$ cat src/rtl/demux18_tdm_pkg.sv
// demux18_tdm_pkg: shared constants and state encoding for the TDM
// demultiplexer (demux18_tdm) and its channel register (demux18_chan_reg).
package demux18_tdm_pkg;

  // Number of demultiplexed output channels and width of a channel index
  localparam int NUM_CH = 8;
  localparam int CH_W   = 3;

  // Frame receiver state
  typedef enum logic {
    ST_IDLE = 1'b0,
    ST_RECV = 1'b1
  } state_e;

  // Index of the channel that closes a frame
  localparam logic [CH_W-1:0] LAST_CH = CH_W'(NUM_CH - 1);

endpackage : demux18_tdm_pkg

$ cat src/rtl/demux18_chan_reg.sv
// demux18_chan_reg: one width-bit channel register with load enable and
// asynchronous active-low clear. Used for both the visible outputs and,
// in the double-buffered build, the shadow copies.
import demux18_tdm_pkg::*;

module demux18_chan_reg #(
  parameter int width = 1
) (
  input  logic             clk,
  input  logic             rst_n,
  input  logic             load_en,
  input  logic [width-1:0] d_in,
  output logic [width-1:0] q_out
);

  logic [width-1:0] q_q;
  logic [width-1:0] q_d;

  // Next value: take the new word only when loading, otherwise hold
  always_comb begin
    q_d = q_q;
    if (load_en) begin
      q_d = d_in;
    end
  end

  // Storage flop, cleared immediately by reset
  always_ff @(posedge clk or negedge rst_n) begin
    if (!rst_n) begin
      q_q <= '0;
    end else begin
      q_q <= q_d;
    end
  end

  assign q_out = q_q;

endmodule : demux18_chan_reg

$ cat src/rtl/demux18_tdm.sv
// demux18_tdm: receiving end of an 8:1 TDM word stream. Each accepted beat
// (CSn low and Data_Valid high) is written to the next channel register,
// starting at channel 0 on Frame_Start. Frame_Done pulses after channel 7,
// Frame_Err pulses when a new Frame_Start restarts an unfinished frame.
// Optional build macro DEMUX_DOUBLE_BUF_EN: beats collect in shadow
// registers and all outputs update together on frame completion, so an
// aborted frame never reaches the outputs.
import demux18_tdm_pkg::*;

module demux18_tdm #(
  parameter int width = 1
) (
  input  logic             Clk,
  input  logic             Rst_n,
  input  logic             CSn,
  input  logic             Frame_Start,
  input  logic             Data_Valid,
  input  logic [width-1:0] Data_In,
  output logic [width-1:0] LED_Out0,
  output logic [width-1:0] LED_Out1,
  output logic [width-1:0] LED_Out2,
  output logic [width-1:0] LED_Out3,
  output logic [width-1:0] LED_Out4,
  output logic [width-1:0] LED_Out5,
  output logic [width-1:0] LED_Out6,
  output logic [width-1:0] LED_Out7,
  output logic [2:0]       Chan_Idx,
  output logic             Busy,
  output logic             Frame_Done,
  output logic             Frame_Err
);

  state_e            state_q, state_d;
  logic [CH_W-1:0]   idx_q, idx_d;
  logic              done_q, done_d;
  logic              err_q, err_d;
  logic [NUM_CH-1:0] wr_en;
  logic              accept;
  logic [width-1:0]  led [NUM_CH];

  assign accept = !CSn && Data_Valid;

  // Frame sequencing: pick the channel to write and the next state/status
  always_comb begin
    state_d = state_q;
    idx_d   = idx_q;
    done_d  = 1'b0;
    err_d   = 1'b0;
    wr_en   = '0;
    if (accept) begin
      if (Frame_Start) begin
        // Start or restart: channel 0 always takes this beat
        wr_en[0] = 1'b1;
        idx_d    = CH_W'(1);
        state_d  = ST_RECV;
        err_d    = (state_q == ST_RECV);
      end else if (state_q == ST_RECV) begin
        wr_en[idx_q] = 1'b1;
        idx_d        = idx_q + CH_W'(1);
        if (idx_q == LAST_CH) begin
          done_d  = 1'b1;
          state_d = ST_IDLE;
        end
      end
    end
  end

  // FSM, channel counter and registered status pulses
  always_ff @(posedge Clk or negedge Rst_n) begin
    if (!Rst_n) begin
      state_q <= ST_IDLE;
      idx_q   <= '0;
      done_q  <= 1'b0;
      err_q   <= 1'b0;
    end else begin
      state_q <= state_d;
      idx_q   <= idx_d;
      done_q  <= done_d;
      err_q   <= err_d;
    end
  end

  for (genvar gi = 0; gi < NUM_CH; gi++) begin : g_ch
`ifdef DEMUX_DOUBLE_BUF_EN
    logic [width-1:0] shd_q;
    logic [width-1:0] commit_data;

    // The closing beat bypasses its shadow so it commits in the same edge
    assign commit_data = wr_en[gi] ? Data_In : shd_q;

    demux18_chan_reg #(.width(width)) u_shd (
      .clk    (Clk),
      .rst_n  (Rst_n),
      .load_en(wr_en[gi]),
      .d_in   (Data_In),
      .q_out  (shd_q)
    );

    demux18_chan_reg #(.width(width)) u_out (
      .clk    (Clk),
      .rst_n  (Rst_n),
      .load_en(done_d),
      .d_in   (commit_data),
      .q_out  (led[gi])
    );
`else
    demux18_chan_reg #(.width(width)) u_out (
      .clk    (Clk),
      .rst_n  (Rst_n),
      .load_en(wr_en[gi]),
      .d_in   (Data_In),
      .q_out  (led[gi])
    );
`endif
  end

  assign LED_Out0   = led[0];
  assign LED_Out1   = led[1];
  assign LED_Out2   = led[2];
  assign LED_Out3   = led[3];
  assign LED_Out4   = led[4];
  assign LED_Out5   = led[5];
  assign LED_Out6   = led[6];
  assign LED_Out7   = led[7];
  assign Chan_Idx   = idx_q;
  assign Busy       = (state_q == ST_RECV);
  assign Frame_Done = done_q;
  assign Frame_Err  = err_q;

endmodule : demux18_tdm

$ cat config.mk
export PLATFORM = sky130hd
export DESIGN_NAME = demux18_tdm
export DESIGN_NICKNAME = d
export VERILOG_FILES = /design/src/rtl/demux18_tdm_pkg.sv /design/src/rtl/demux18_chan_reg.sv /design/src/rtl/demux18_tdm.sv
export SDC_FILE = /design/constraint.sdc
export NUM_CORES = 1
export LEC_CHECK = 0
export CORE_MARGIN = 2
export CORE_UTILIZATION = 49
export CTS_BUF_LIST = sky130_fd_sc_hd__clkbuf_16
export CTS_CLUSTER_SIZE = 12
export DETAILED_ROUTE_END_ITERATION = 6
export PLACE_DENSITY = 0.91
export SLEW_MARGIN = 20
export SYNTH_ARGS = -nofsm -noshare
export SYNTH_HDL_FRONTEND = slang
export SYNTH_SLANG_ARGS = --single-unit
$ cat constraint.sdc
create_clock -name Clk -period 3 [get_ports Clk]
set_input_delay 0.3 -clock Clk [delete_from_list [all_inputs] [get_ports Clk]]
set_output_delay 0.3 -clock Clk [all_outputs]
set_load 0.02 [all_outputs]
==> results of run 1 <==
## metal layers
| metal | part of all wire | global-route usage | vias to the layer above |
|---|---|---|---|
| li1 | - | - | 257 |
| met1 | 0.42 | 0.226 | 257 |
| met2 | 0.51 | 0.320 | 15 |
| met3 | 0.047 | 0.0690 | 4 |
| met4 | 0.024 | 0.131 | 0 |
| met5 | 0 | 0 | - |
## area by class of cell
type | instances | area [sq um] | share of cell area
sequential | 14 | 350 | 0.358
multi-input combinational | 41 | 338 | 0.345
clock inverter | 1 | 3.75 | 0.00383
clock buffer | 3 | 75.1 | 0.0766
inverter | 1 | 3.75 | 0.00383
tap | 15 | 18.8 | 0.0192
timing repair buffer | 19 | 190 | 0.194
## where the power goes
group | internal, mW | switching [mW]
registers | 0.243 | 0.0708
logic | 0.160 | 0.141
clock network | 0.176 | 0.0741
## synth_stat cells (2+ instances only)
library cell  instances
dfrtp_1              14
and2b_2               2
ha_1                  2
nor2_1                2
nand2_1               3
o21ai_1               3
nand2b_1              2
nor4_1                3
nor3_1                2
a31oi_1               2
mux2_1                7
## worst min-delay path by stage
stage / startpoint / to / slack (ns)
after floorplan: Rst_n / Busy$_DFFE_PN0P_ / 0.004
after global placement: g_ch[2].u_out.q_out$_DFFE_PN0P_ / g_ch[2].u_out.q_out$_DFFE_PN0P_ / 0.47
after detailed placement: g_ch[6].u_out.q_out$_DFFE_PN0P_ / g_ch[6].u_out.q_out$_DFFE_PN0P_ / 0.48
after CTS: Rst_n / g_ch[0].u_out.q_out$_DFFE_PN0P_ / 0.46
after global routing: Rst_n / g_ch[1].u_out.q_out$_DFFE_PN0P_ / 0.50
final: Rst_n / Chan_Idx[2]$_DFFE_PN0P_ / 0.44
## flip-flops by register name, summed over array words and instances (netlist names)
| signal | count |
|---|---|
| Frame_Err | 1 |
| Busy | 1 |
| g_ch.u_out.q_out | 8 |
| Frame_Done | 1 |
| Chan_Idx | 3 |
## metrics by stage
step | utilization | power (mW)
CTS | 0.735 | 0.872
floorplan | - | 0.472
global placement | 0.675 | 0.597
global route | 0.735 | 0.905
finish | 0.735 | 0.865
detailed placement | 0.675 | 0.616
## cells by family after synthesis
logic type / synth area share
AOI/OAI and AO/OA: 0.0699
buffers and inverters: 0.0385
adders and majority gates: 0.0350
and+or+nand+nor: 0.236
DFF: 0.490
muxes: 0.131
==> flow_metrics.tcl, run 1 <==
set metrics [dict create \
    status "finished, final reports clean" \
    syn_to_final_growth_pct 36.9 \
    maxSlewViolCount 0 \
    finalClockSkew_ns 0.00515 \
    netlist_area_sq_um 716 \
    antenna_found_initial 0 \
    fin_area_sq_um 980 \
    post_cts_buffers 0 \
    finalSetupViolCount 0 \
    r2r-start "Busy$_DFFE_PN0P_" \
    antennaDiodeCount 0 \
    cts-resized-gates 0 \
    fin_crit_ns 1.84 \
    end_kind "flip-flop" \
    final_cell_count_no_fill 94 \
    yosysWarningCount 0 \
    cts_sinks 14 \
    grt_use_total 0.201 \
    cp.depth 4 \
    synth_nets 67 \
    place_inst 90 \
    portBuffers 19 \
    hold_path_class "input pin to async pin" \
    drive_above_1_share 0.127 \
    fin_ws_ns 1.16 \
    path_cells "clkdlybuf4s50_1, nor2b_1, nand3_1, mux2_4" \
    synth_top_cells_by_area "dfrtp_1 49%, mux2_1 11%, ha_1 3.5%" \
    synthArstFlopShare 1.00 \
    clk_pin_slew_worst_paths_ns 0.05 \
    post-dp-hpwl_um 1080 \
    drtPass1Iterations 3 \
    leakage_nw 0.440 \
    grt_pass1_wl_um 2550 \
    core_area_sq_um 1330 \
    nNetsFinal 88 \
    final_cell_mix "19 x clkdlybuf4s50_1, 14 x dfrtp_1, 7 x mux2_1" \
    finalCritPeriodShare 0.614 \
    die_y_um 42.2 \
    ys_seq_area_frac 0.490 \
    relSlewSlack 0.543 \
    grt_max_degree 15 \
    post-place-ws_ns 0.939 \
    synth_seq_cells 14 \
    synth_ff_type "dfrtp_1" \
    power_density_nw_per_um2 883 \
    clock_latency_ns 0.25 \
    maxCapViolCount 0 \
    crit_family "simple AND/OR/NAND/NOR gates" \
    synth_edf_count 0 \
    reg2reg_depth 3 \
    critPathMaxFanout 10 \
    crit_slowest_cell "nor2b_1" \
    gp_congestion 0.749 \
    postCtsHoldBufs 0 \
    rsz0062_at_grt "false" \
    fmax_mhz 543 \
    peakVddDrop_mv 0.638 \
    netlist_instances 59 \
    drc 0 \
    synth.avg_cell_area_sq_um 12.1 \
    cts-root-buf "clkbuf_16" \
    synth_top_area_share 0.490 \
    die_width_um 42.2 \
    dr.first_iter.drc_count 1 \
    cts_tree "done" \
    timing.rr.end "g_ch[2].u_out.q_out$_DFFE_PN0P_" \
    fin_setup_tns_ns 0 \
    fp-row-count 13 \
    final_common_cell "clkdlybuf4s50_1" \
    slowest_delay_ns 0.58 \
    cts_buffer_depth 2 \
    cts_buffers 3 \
    cp-start-kind "input pin" \
    critical_path_class "input pin to flip-flop" \
    initial_core_util 0.537 \
    vias_per_cell 5.67 \
    cp.arrival_ns 1.97 \
    synth_top_area_cell "dfrtp_1" \
    dieArea_sq_um 1780 \
    whs_ns 0.445 \
    ios 20 \
    place_area_sq_um 901 \
    required_ns 3.13 \
    cts_max_level 1 \
    via_count 533 \
    hold_viol 0 \
    crit_path_end "g_ch[3].u_out.q_out$_DFFE_PN0P_" \
    routedWlPerCell_um 16.8 \
    reg2reg_slack_ns 1.51 \
    routed_wl_um 1580 \
    cp-startpoint "Data_Valid" \
    synth.distinct_cells 28 \
    worstMarginPinSlew_ns 0.684 \
    fillCellCount 96 \
    grt_pass1_vias 560 \
    worst-path-buf-inv 1 \
    ant_nets 0 \
    gr-total-overflow 0 \
]
(Power assumes the default switching activity.)
==> run 2: changes to the inputs <==
- CORE_UTILIZATION: 49 -> 45
- PLACE_DENSITY: 0.91 -> 0.85
- clock period: 3 -> 1.9 ns (I/O delays scaled with it)
==> run 2 against run 1 <==
Against the previous run:
- clock power grew 56%
- total power up 56%
- worst hold slack worse by 0.10 ns
- first-iteration DRC count grew to 5.0 times the previous value
- routed wire length down 8.5%
- final cell count increased by 2.1%
- register-to-register slack got worse by 1.2 ns
==> flow_metrics.tcl, run 2 (synthesis results as in run 1) <==
set metrics [dict create \
    status "finished, final reports clean" \
    fin_crit_ns 1.71 \
    finalSetupViolCount 0 \
    syn_to_final_growth_pct 38.1 \
    place_area_sq_um 910 \
    initial_core_util 0.475 \
    ant_nets 0 \
    whs_ns 0.345 \
    drive_above_1_share 0.138 \
    fin_area_sq_um 988 \
    grt_use_total 0.182 \
    grt_pass1_vias 496 \
    power_density_nw_per_um2 1360 \
    postCtsHoldBufs 0 \
    maxCapViolCount 0 \
    slowest_delay_ns 0.68 \
    worstMarginPinSlew_ns 0.620 \
    via_count 538 \
    timing.rr.end "g_ch[2].u_out.q_out$_DFFE_PN0P_" \
    ios 20 \
    die_width_um 43.9 \
    vias_per_cell 5.60 \
    gp_congestion 0.810 \
    clockPowerShare 0.288 \
    maxSlewViolCount 0 \
    path_cells "clkdlybuf4s50_1" \
    antennaDiodeCount 0 \
    dr.first_iter.drc_count 5 \
    rsz0062_at_grt "false" \
    cts_tree "done" \
    final_util 0.656 \
    fin_setup_tns_ns 0 \
    fmax_mhz 586 \
    drc 0 \
    peakVddDrop_mv 0.880 \
    grt_pass1_wl_um 2440 \
    post-place-ws_ns 0.206 \
    crit_slowest_cell "clkdlybuf4s50_1" \
    fp-row-count 14 \
    cts_max_level 1 \
    required_ns 1.71 \
    cts_buffer_depth 2 \
    final_common_cell "clkdlybuf4s50_1" \
    fin_ws_ns 0.194 \
    intPower_mw 0.915 \
    post_cts_buffers 0 \
    dieArea_sq_um 1930 \
    r2r-start "Busy$_DFFE_PN0P_" \
    p_seq_frac 0.362 \
    grt_max_degree 15 \
    finalClockSkew_ns 0.000804 \
    die_y_um 43.9 \
    reg2reg_slack_ns 0.33 \
    cts_buffers 3 \
    cts-resized-gates 0 \
    hold_viol 0 \
    crit_family "buffers and inverters" \
    core_area_sq_um 1510 \
    portBuffers 19 \
    sw_frac_of_total 0.321 \
    routed_wl_um 1450 \
    combPwrFrac 0.350 \
    final_cell_mix "19 x clkdlybuf4s50_1, 14 x dfrtp_1, 7 x mux2_1" \
    reg2reg_depth 3 \
    post-dp-hpwl_um 982 \
    cp.arrival_ns 1.52 \
    end_kind "primary output" \
    place_inst 92 \
    final_cell_count_no_fill 96 \
    totalPowerFinal_mw 1.35 \
    antenna_found_initial 0 \
    switchingPower_mw 0.433 \
    worst-path-buf-inv 1 \
    cp-start-kind "flip-flop" \
    clock_latency_ns 0.24 \
    largest_reg_flops 8 \
    gr-total-overflow 0 \
    cts_sinks 14 \
    finalCritPeriodShare 0.898 \
    hold_path_class "input pin to async pin" \
    critPathMaxFanout 13 \
    leakage_nw 0.445 \
    nNetsFinal 89 \
    routedWlPerCell_um 15.1 \
    critical_path_class "flip-flop to primary output" \
    cts-root-buf "clkbuf_16" \
    drtPass1Iterations 4 \
    relSlewSlack 0.585 \
    clk_pin_slew_worst_paths_ns 0.04 \
]
==> run 2: cell count changes in the layout (fill, tap and decap cells not counted), sizes merged <==
cell and change:
buf +1
==> run 2: metal layers <==
| layer | track usage | routed length [um] |
|---|---|---|
| met4 | 0.0909 | 18 |
| met2 | 0.285 | 707 |
| met5 | 0 | 0 |
| met1 | 0.238 | 646 |
| met3 | 0.0375 | 74 |
==> run 2: power by group through the flow <==
stage	clock network (mW)	logic, mW	registers (mW)
floorplan	0	0.179	0.565
global placement	0	0.458	0.486
detailed placement	0	0.473	0.490
CTS	0.395	0.477	0.489
global route	0.419	0.504	0.504
finish	0.389	0.472	0.487
==> run 2: worst max path at each step <==
| stage | startpoint | to | cells after the start |
|---|---|---|---|
| global route | Busy$_DFFE_PN0P_ | Busy | 1 |
| global placement | Frame_Start | g_ch[2].u_out.q_out$_DFFE_PN0P_ | 4 |
| finish | Busy$_DFFE_PN0P_ | Busy | 1 |
| detailed placement | Frame_Start | g_ch[2].u_out.q_out$_DFFE_PN0P_ | 4 |
| CTS | Busy$_DFFE_PN0P_ | Busy | 1 |
| floorplan | Chan_Idx[0]$_DFFE_PN0P_ | g_ch[5].u_out.q_out$_DFFE_PN0P_ | 4 |
==> run 2: area by class of cell <==
type                       count  area [sq um]
sequential                    14           350
timing repair buffer          20           198
tap                           16          20.0
inverter                       1          3.75
multi-input combinational     41           338
clock inverter                 1          3.75
clock buffer                   3          75.1
fill                         122           518
